==> src/rtl/enc_speed_sched.sv <==
// enc_speed_sched: measurement-window scheduler turning two encoder counts into PWM duty words via one shared divider
module enc_speed_sched #(
    parameter int CLK_PER_MS  = 4000,
    parameter int CNT_W       = 16,
    parameter int DUTY_W      = 10,
    parameter int DIV_TIMEOUT = 64
) (
    input  logic                    clk,
    input  logic                    reset,
    input  logic [2:0]              R,
    input  logic [3:0]              PR,
    input  logic [CNT_W-1:0]        cnt_ab,
    input  logic [CNT_W-1:0]        cnt_cd,
    input  logic                    ovr_clr,
    output logic                    cnt_clr,
    output logic                    div_start,
    output logic [CNT_W+DUTY_W-1:0] div_num,
    output logic [15:0]             div_den,
    input  logic                    div_done,
    input  logic [CNT_W+DUTY_W-1:0] div_quo,
    output logic [DUTY_W-1:0]       duty_ab,
    output logic [DUTY_W-1:0]       duty_cd,
    output logic                    dir_ab,
    output logic                    dir_cd,
    output logic                    duty_vld,
    output logic                    overrun,
    output logic                    div_err
);
    localparam int WIN_W = $clog2(CLK_PER_MS * 128);
    localparam int TMR_W = $clog2(DIV_TIMEOUT + 1);
    localparam int NUM_W = CNT_W + DUTY_W;

    typedef enum logic [2:0] {IDLE, REQ_AB, WAIT_AB, REQ_CD, WAIT_CD, UPDATE} state_t;
    state_t state, state_nx;

    logic [WIN_W-1:0]  win_cnt, win_last;
    logic [2:0]        r_lat;
    logic [3:0]        pr_lat;
    logic              first;
    logic [CNT_W-1:0]  snap_ab, snap_cd;
    logic [DUTY_W-1:0] pend_ab, pend_cd, duty_sat;
    logic [TMR_W-1:0]  tmr;
    logic              tick, busy, waiting, timeout, sel_ab, sel_cd;

    // |c| with the most negative code clamped so it never wraps back to negative
    function automatic logic [CNT_W-1:0] sat_abs(input logic [CNT_W-1:0] c);
        return c[CNT_W-1] ? (c == {1'b1, {(CNT_W-1){1'b0}}} ? {1'b0, {(CNT_W-1){1'b1}}} : -c) : c;
    endfunction

    assign win_last  = (WIN_W'(CLK_PER_MS) << r_lat) - WIN_W'(1);
    assign tick      = win_cnt == win_last;
    assign busy      = state != IDLE;
    assign sel_ab    = state == REQ_AB || state == WAIT_AB;
    assign sel_cd    = state == REQ_CD || state == WAIT_CD;
    assign waiting   = state == WAIT_AB || state == WAIT_CD;
    assign timeout   = waiting && !div_done && tmr == TMR_W'(DIV_TIMEOUT - 1);
    assign div_start = state == REQ_AB || state == REQ_CD;
    assign div_num   = sel_ab ? {sat_abs(snap_ab), {DUTY_W{1'b0}}} :
                       sel_cd ? {sat_abs(snap_cd), {DUTY_W{1'b0}}} : '0;
    assign div_den   = (sel_ab || sel_cd) ? {3'b0, 5'({1'b0, pr_lat}) + 5'd1, 8'b0} : '0;
    assign duty_sat  = |div_quo[NUM_W-1:DUTY_W] ? '1 : div_quo[DUTY_W-1:0];

    // sequencer state register
    always_ff @(posedge clk or posedge reset) begin
        if (reset) state <= IDLE;
        else       state <= state_nx;
    end

    // sequencer next state: AB division, then CD division, then publish; abort on timeout
    always_comb begin
        state_nx = state;
        case (state)
            IDLE:    state_nx = tick ? REQ_AB : IDLE;
            REQ_AB:  state_nx = WAIT_AB;
            WAIT_AB: state_nx = div_done ? REQ_CD : timeout ? IDLE : WAIT_AB;
            REQ_CD:  state_nx = WAIT_CD;
            WAIT_CD: state_nx = div_done ? UPDATE : timeout ? IDLE : WAIT_CD;
            default: state_nx = IDLE;
        endcase
    end

    // window counter; R/PR captured on the first cycle out of reset and at every tick
    always_ff @(posedge clk or posedge reset) begin
        if (reset) begin
            win_cnt <= '0;
            r_lat   <= '0;
            pr_lat  <= '0;
            first   <= 1'b1;
        end else begin
            win_cnt <= tick ? '0 : win_cnt + WIN_W'(1);
            first   <= 1'b0;
            if (tick || first) begin
                r_lat  <= R;
                pr_lat <= PR;
            end
        end
    end

    // count snapshot, decoder clear pulse and sticky fault flags
    always_ff @(posedge clk or posedge reset) begin
        if (reset) begin
            snap_ab <= '0;
            snap_cd <= '0;
            cnt_clr <= 1'b0;
            overrun <= 1'b0;
            div_err <= 1'b0;
        end else begin
            cnt_clr <= tick && !busy;
            if (tick && !busy) begin
                snap_ab <= cnt_ab;
                snap_cd <= cnt_cd;
            end
            overrun <= !ovr_clr && (overrun || (tick && busy));
            div_err <= !ovr_clr && (div_err || timeout);
        end
    end

    // divider wait timer and saturated results awaiting publication
    always_ff @(posedge clk or posedge reset) begin
        if (reset) begin
            tmr     <= '0;
            pend_ab <= '0;
            pend_cd <= '0;
        end else begin
            tmr <= waiting ? tmr + TMR_W'(1) : TMR_W'(1);
            if (state == WAIT_AB && div_done) pend_ab <= duty_sat;
            if (state == WAIT_CD && div_done) pend_cd <= duty_sat;
        end
    end

    // both channels' duty and direction change together with a single valid pulse
    always_ff @(posedge clk or posedge reset) begin
        if (reset) begin
            duty_ab  <= '0;
            duty_cd  <= '0;
            dir_ab   <= 1'b0;
            dir_cd   <= 1'b0;
            duty_vld <= 1'b0;
        end else begin
            duty_vld <= state == UPDATE;
            if (state == UPDATE) begin
                duty_ab <= pend_ab;
                duty_cd <= pend_cd;
                dir_ab  <= snap_ab[CNT_W-1];
                dir_cd  <= snap_cd[CNT_W-1];
            end
        end
    end
endmodule

==> config.mk <==
export PLATFORM = sky130hd
export DESIGN_NAME = enc_speed_sched
export DESIGN_NICKNAME = d
export VERILOG_FILES = /design/src/rtl/enc_speed_sched.sv
export SDC_FILE = /design/constraint.sdc
export NUM_CORES = 1
export LEC_CHECK = 0
export CORE_MARGIN = 2
export CORE_UTILIZATION = 50
export DETAILED_ROUTE_END_ITERATION = 16
export PLACE_DENSITY = 0.79
export SLEW_MARGIN = 5
export SYNTH_ARGS = -nofsm -noshare
export SYNTH_HDL_FRONTEND = slang
export SYNTH_SLANG_ARGS = --single-unit
==> constraint.sdc <==
create_clock -name clk -period 5.7 [get_ports clk]
set_input_delay 1.71 -clock clk [delete_from_list [all_inputs] [get_ports clk]]
set_output_delay 1.71 -clock clk [all_outputs]
set_load 0.03 [all_outputs]
==> impl_metrics.json <==
{
  "worstSetupEndpointType": "primary output",
  "grt_max_degree": 116,
  "synth_top_area_cell": "dfrtp_1",
  "yosysSeqAreaShare_pct": 46.6,
  "p_int_w": 0.00203,
  "nets": 824,
  "postCtsHoldBufs": 0,
  "power_density_nw_per_um2": 372,
  "drive_above_1_share_pct": 11.7,
  "wl_met2_um": 6940,
  "synth_most_common_cell": "dfrtp_1",
  "fin_area_um2": 7960,
  "finalWirelength_um": 14500,
  "routedWlPerCell_um": 15.9,
  "relSlewSlack_pct": 18.2,
  "synthToLayoutAreaGrowth_pct": 28.8,
  "wl_met3_um": 1030,
  "met1_length_um": 6060,
  "worstPathRequired_ns": 3.99,
  "worst_ep_arrival_time_ns": 3.61,
  "path_max_fanout": 7,
  "port-buffer-count": 116,
  "ys.flop_type": "dfrtp_1",
  "synth_cell_types": 65,
  "ctsHtreeMaxLevel": 4,
  "dieHeight_um": 115,
  "clock-sinks": 115,
  "grt_overflow": 0,
  "core_um2": 12000,
  "fin_crit_sh_pct": 93.3,
  "rsz0062_at_grt": "no",
  "via_per_inst": 5.58,
  "clkPwrFrac_pct": 39.2,
  "period_needed_ns": 5.32,
  "hold_viol_final": 0,
  "syn_area_per_cell_um2": 9.64,
  "yosys.area.top_type_share_pct": 46.2,
  "dp_hpwl_um": 9930,
  "cts_buffer_depth": 2,
  "holdWs_ns": 0.467,
  "rows": 40,
  "ir_worst_vdd_mv": 0.287,
  "cts_root_buf": "clkbuf_16",
  "worstMarginPinSlew_ns": 1.22,
  "finalSetupTns_ns": 0,
  "skew_ns": 0.00998,
  "max_freq_mhz": 188,
  "cts_tree": "yes",
  "num_vias": 5079,
  "cts_setup_buffers": 0,
  "grt.total_usage_pct": 22.8,
  "cts_resized": 0,
  "ant_nets": 0,
  "fin_util_pct": 66.3,
  "outcome": "complete, no violations",
  "start_kind": "flip-flop",
  "synth_cells": 641,
  "hp-class": "flip-flop to flip-flop",
  "cts_buffers": 17,
  "slew_violations": 0,
  "synth_edf_count": 0,
  "die_area_um2": 13300,
  "fp.dieW_um": 115,
  "first_iter_violations": 468,
  "drc": 0,
  "placed_area_um2": 7310,
  "worstSkewPairLatency_ns": 0.41,
  "syn-cell-area_um2": 6180,
  "clkTransAtPathRegs_ns": 0.05,
  "synth-async-reset-ratio_pct": 100,
  "synthTopCellsByCount": "dfrtp_1 (114), nand2_1 (96), nor2_1 (86)",
  "num_io_pins": 138,
  "maxCapViolCount": 0,
  "comb_power_share_pct": 25.9,
  "grt_pass1_wl_um": 23800,
  "yosys-top-cells-area": "dfrtp_1 (46%), mux2_4 (7.3%), nand2_1 (5.8%)",
  "ys_seq_elements": 115,
  "setup_viol": 0,
  "switchingPower_w": 0.000930,
  "antenna_found_initial": 0,
  "highest_layer": "met4",
  "drt_pass1_iterations": 5,
  "p_seq_share_pct": 34.9,
  "initial_core_util_pct": 51.4,
  "gp_congestion": 0.914,
  "cellLeakagePower_nw": 3.53,
  "swShare_pct": 31.4,
  "num_antenna_cells": 0,
  "crit_type": "flip-flop to primary output",
  "grt_pass1_vias": 4944,
  "yosys_warnings": 0
}
worst max-delay path, stage by stage (launching register included):
cell	delay, ns
dfrtp_1	0.40
inv_1	0.11
ha_1	0.23
or4b_4	0.53
nor4_4	0.32
and4b_1	0.40
nor2_1	0.07
mux2_2	0.27
o2bb2ai_1	0.18
clkdlybuf4s50_1	0.69
area by class of cell:
class,instances,area (um^2)
clock inverter,13,205
sequential,115,2880
timing repair buffer,120,1200
fill,936,4050
tap,147,184
multi-input combinational,482,2990
inverter,14,55.1
clock buffer,19,443
metal layers:
metal | vias to the layer above | GRT usage [%]
met5 | - | 0
met3 | 41 | 5.22
met4 | 0 | 10.2
met2 | 258 | 36.7
li1 | 2363 | -
met1 | 2417 | 29.7
power by group through the flow:
stage	logic, W	registers (W)	clock network [W]
after floorplan	0.000359	0.00114	0
after global placement	0.000752	0.00104	0
after detailed placement	0.000765	0.00104	0
after CTS	0.000771	0.00103	0.00118
after global routing	0.000830	0.00105	0.00122
final	0.000767	0.00103	0.00116
registers in the layout, summed over array words and instances (netlist names), 3 cells and up:
signal	flops
duty_ab	10
duty_cd	10
pend_ab	10
pend_cd	10
pr_lat	4
r_lat	3
snap_ab	16
snap_cd	16
state	3
tmr	7
win_cnt	19
worst paths after layout:
check                            from          end  slack [ns]  cells after the start
max                        snap_cd[1]  div_num[23]        0.38                      9
min                        pend_cd[5]   duty_cd[5]        0.47                      2
max reg2reg                  r_lat[2]   snap_cd[9]        2.38                      6
min reg2reg                pend_cd[5]   duty_cd[5]        0.47                      2
max in group asynchronous       reset   pend_ab[5]        3.45                      3
min in group asynchronous       reset    pr_lat[2]        1.80                      3
metrics by stage:
step / power, W / setup WS (ns) / cells
3_5_place_dp: 0.00181 / 0.889 / 878
5_1_grt: 0.00310 / 0.201 / 910
6_report: 0.00296 / 0.382 / 910
2_1_floorplan: 0.00150 / 0.948 / 662
3_3_place_gp: 0.00179 / 0.986 / 878
4_1_cts: 0.00298 / 0.417 / 910
cell usage in the layout, fill, tap and decap left out, types with 3 or more instances in the layout:
cell             netlist  layout
nand3_1               18      18
nand4_1                6       6
ha_1                   5       5
dfrtp_1              114     114
or3_1                  4       4
nand2b_1               9       9
o41ai_1                4       4
a21oi_1               29      29
inv_1                 14      13
nor2b_1                6       6
or4_1                  4       4
o31ai_1                6       6
bufinv_16              0       5
clkinvlp_4             0       3
o211ai_1               5       5
clkdlybuf4s50_1        0     116
nand3b_1               3       3
nor4_1                 6       6
o21ai_0               29      29
buf_4                 22       3
nor3_1                11      11
conb_1                 1      22
clkbuf_16              0      17
xor2_1                17      17
a21o_1                 6       6
nand2_1               96      96
and2_1                 5       5
clkinv_2               0       3
a211o_1                3       3
and3_1                 4       4
xnor2_1               24      24
mux2_2                10      10
mux2_4                30      30
nor2_1                86      86
cells by family (layout without fill, tap and decap cells):
logic type      Yosys count  count (layout)  synth area share, %
buf+inv                  65             166                 6.32
fa+ha+maj                 5               5                 1.01
mux                      42              42                 9.44
flops                   115             115                 46.6
other cells               1              22               0.0607
compound gates          102             102                 10.5
simple gates            270             270                 20.3
xor+xnor                 41              41                 5.81
No activity file was read; power rests on OpenSTA's default activity.
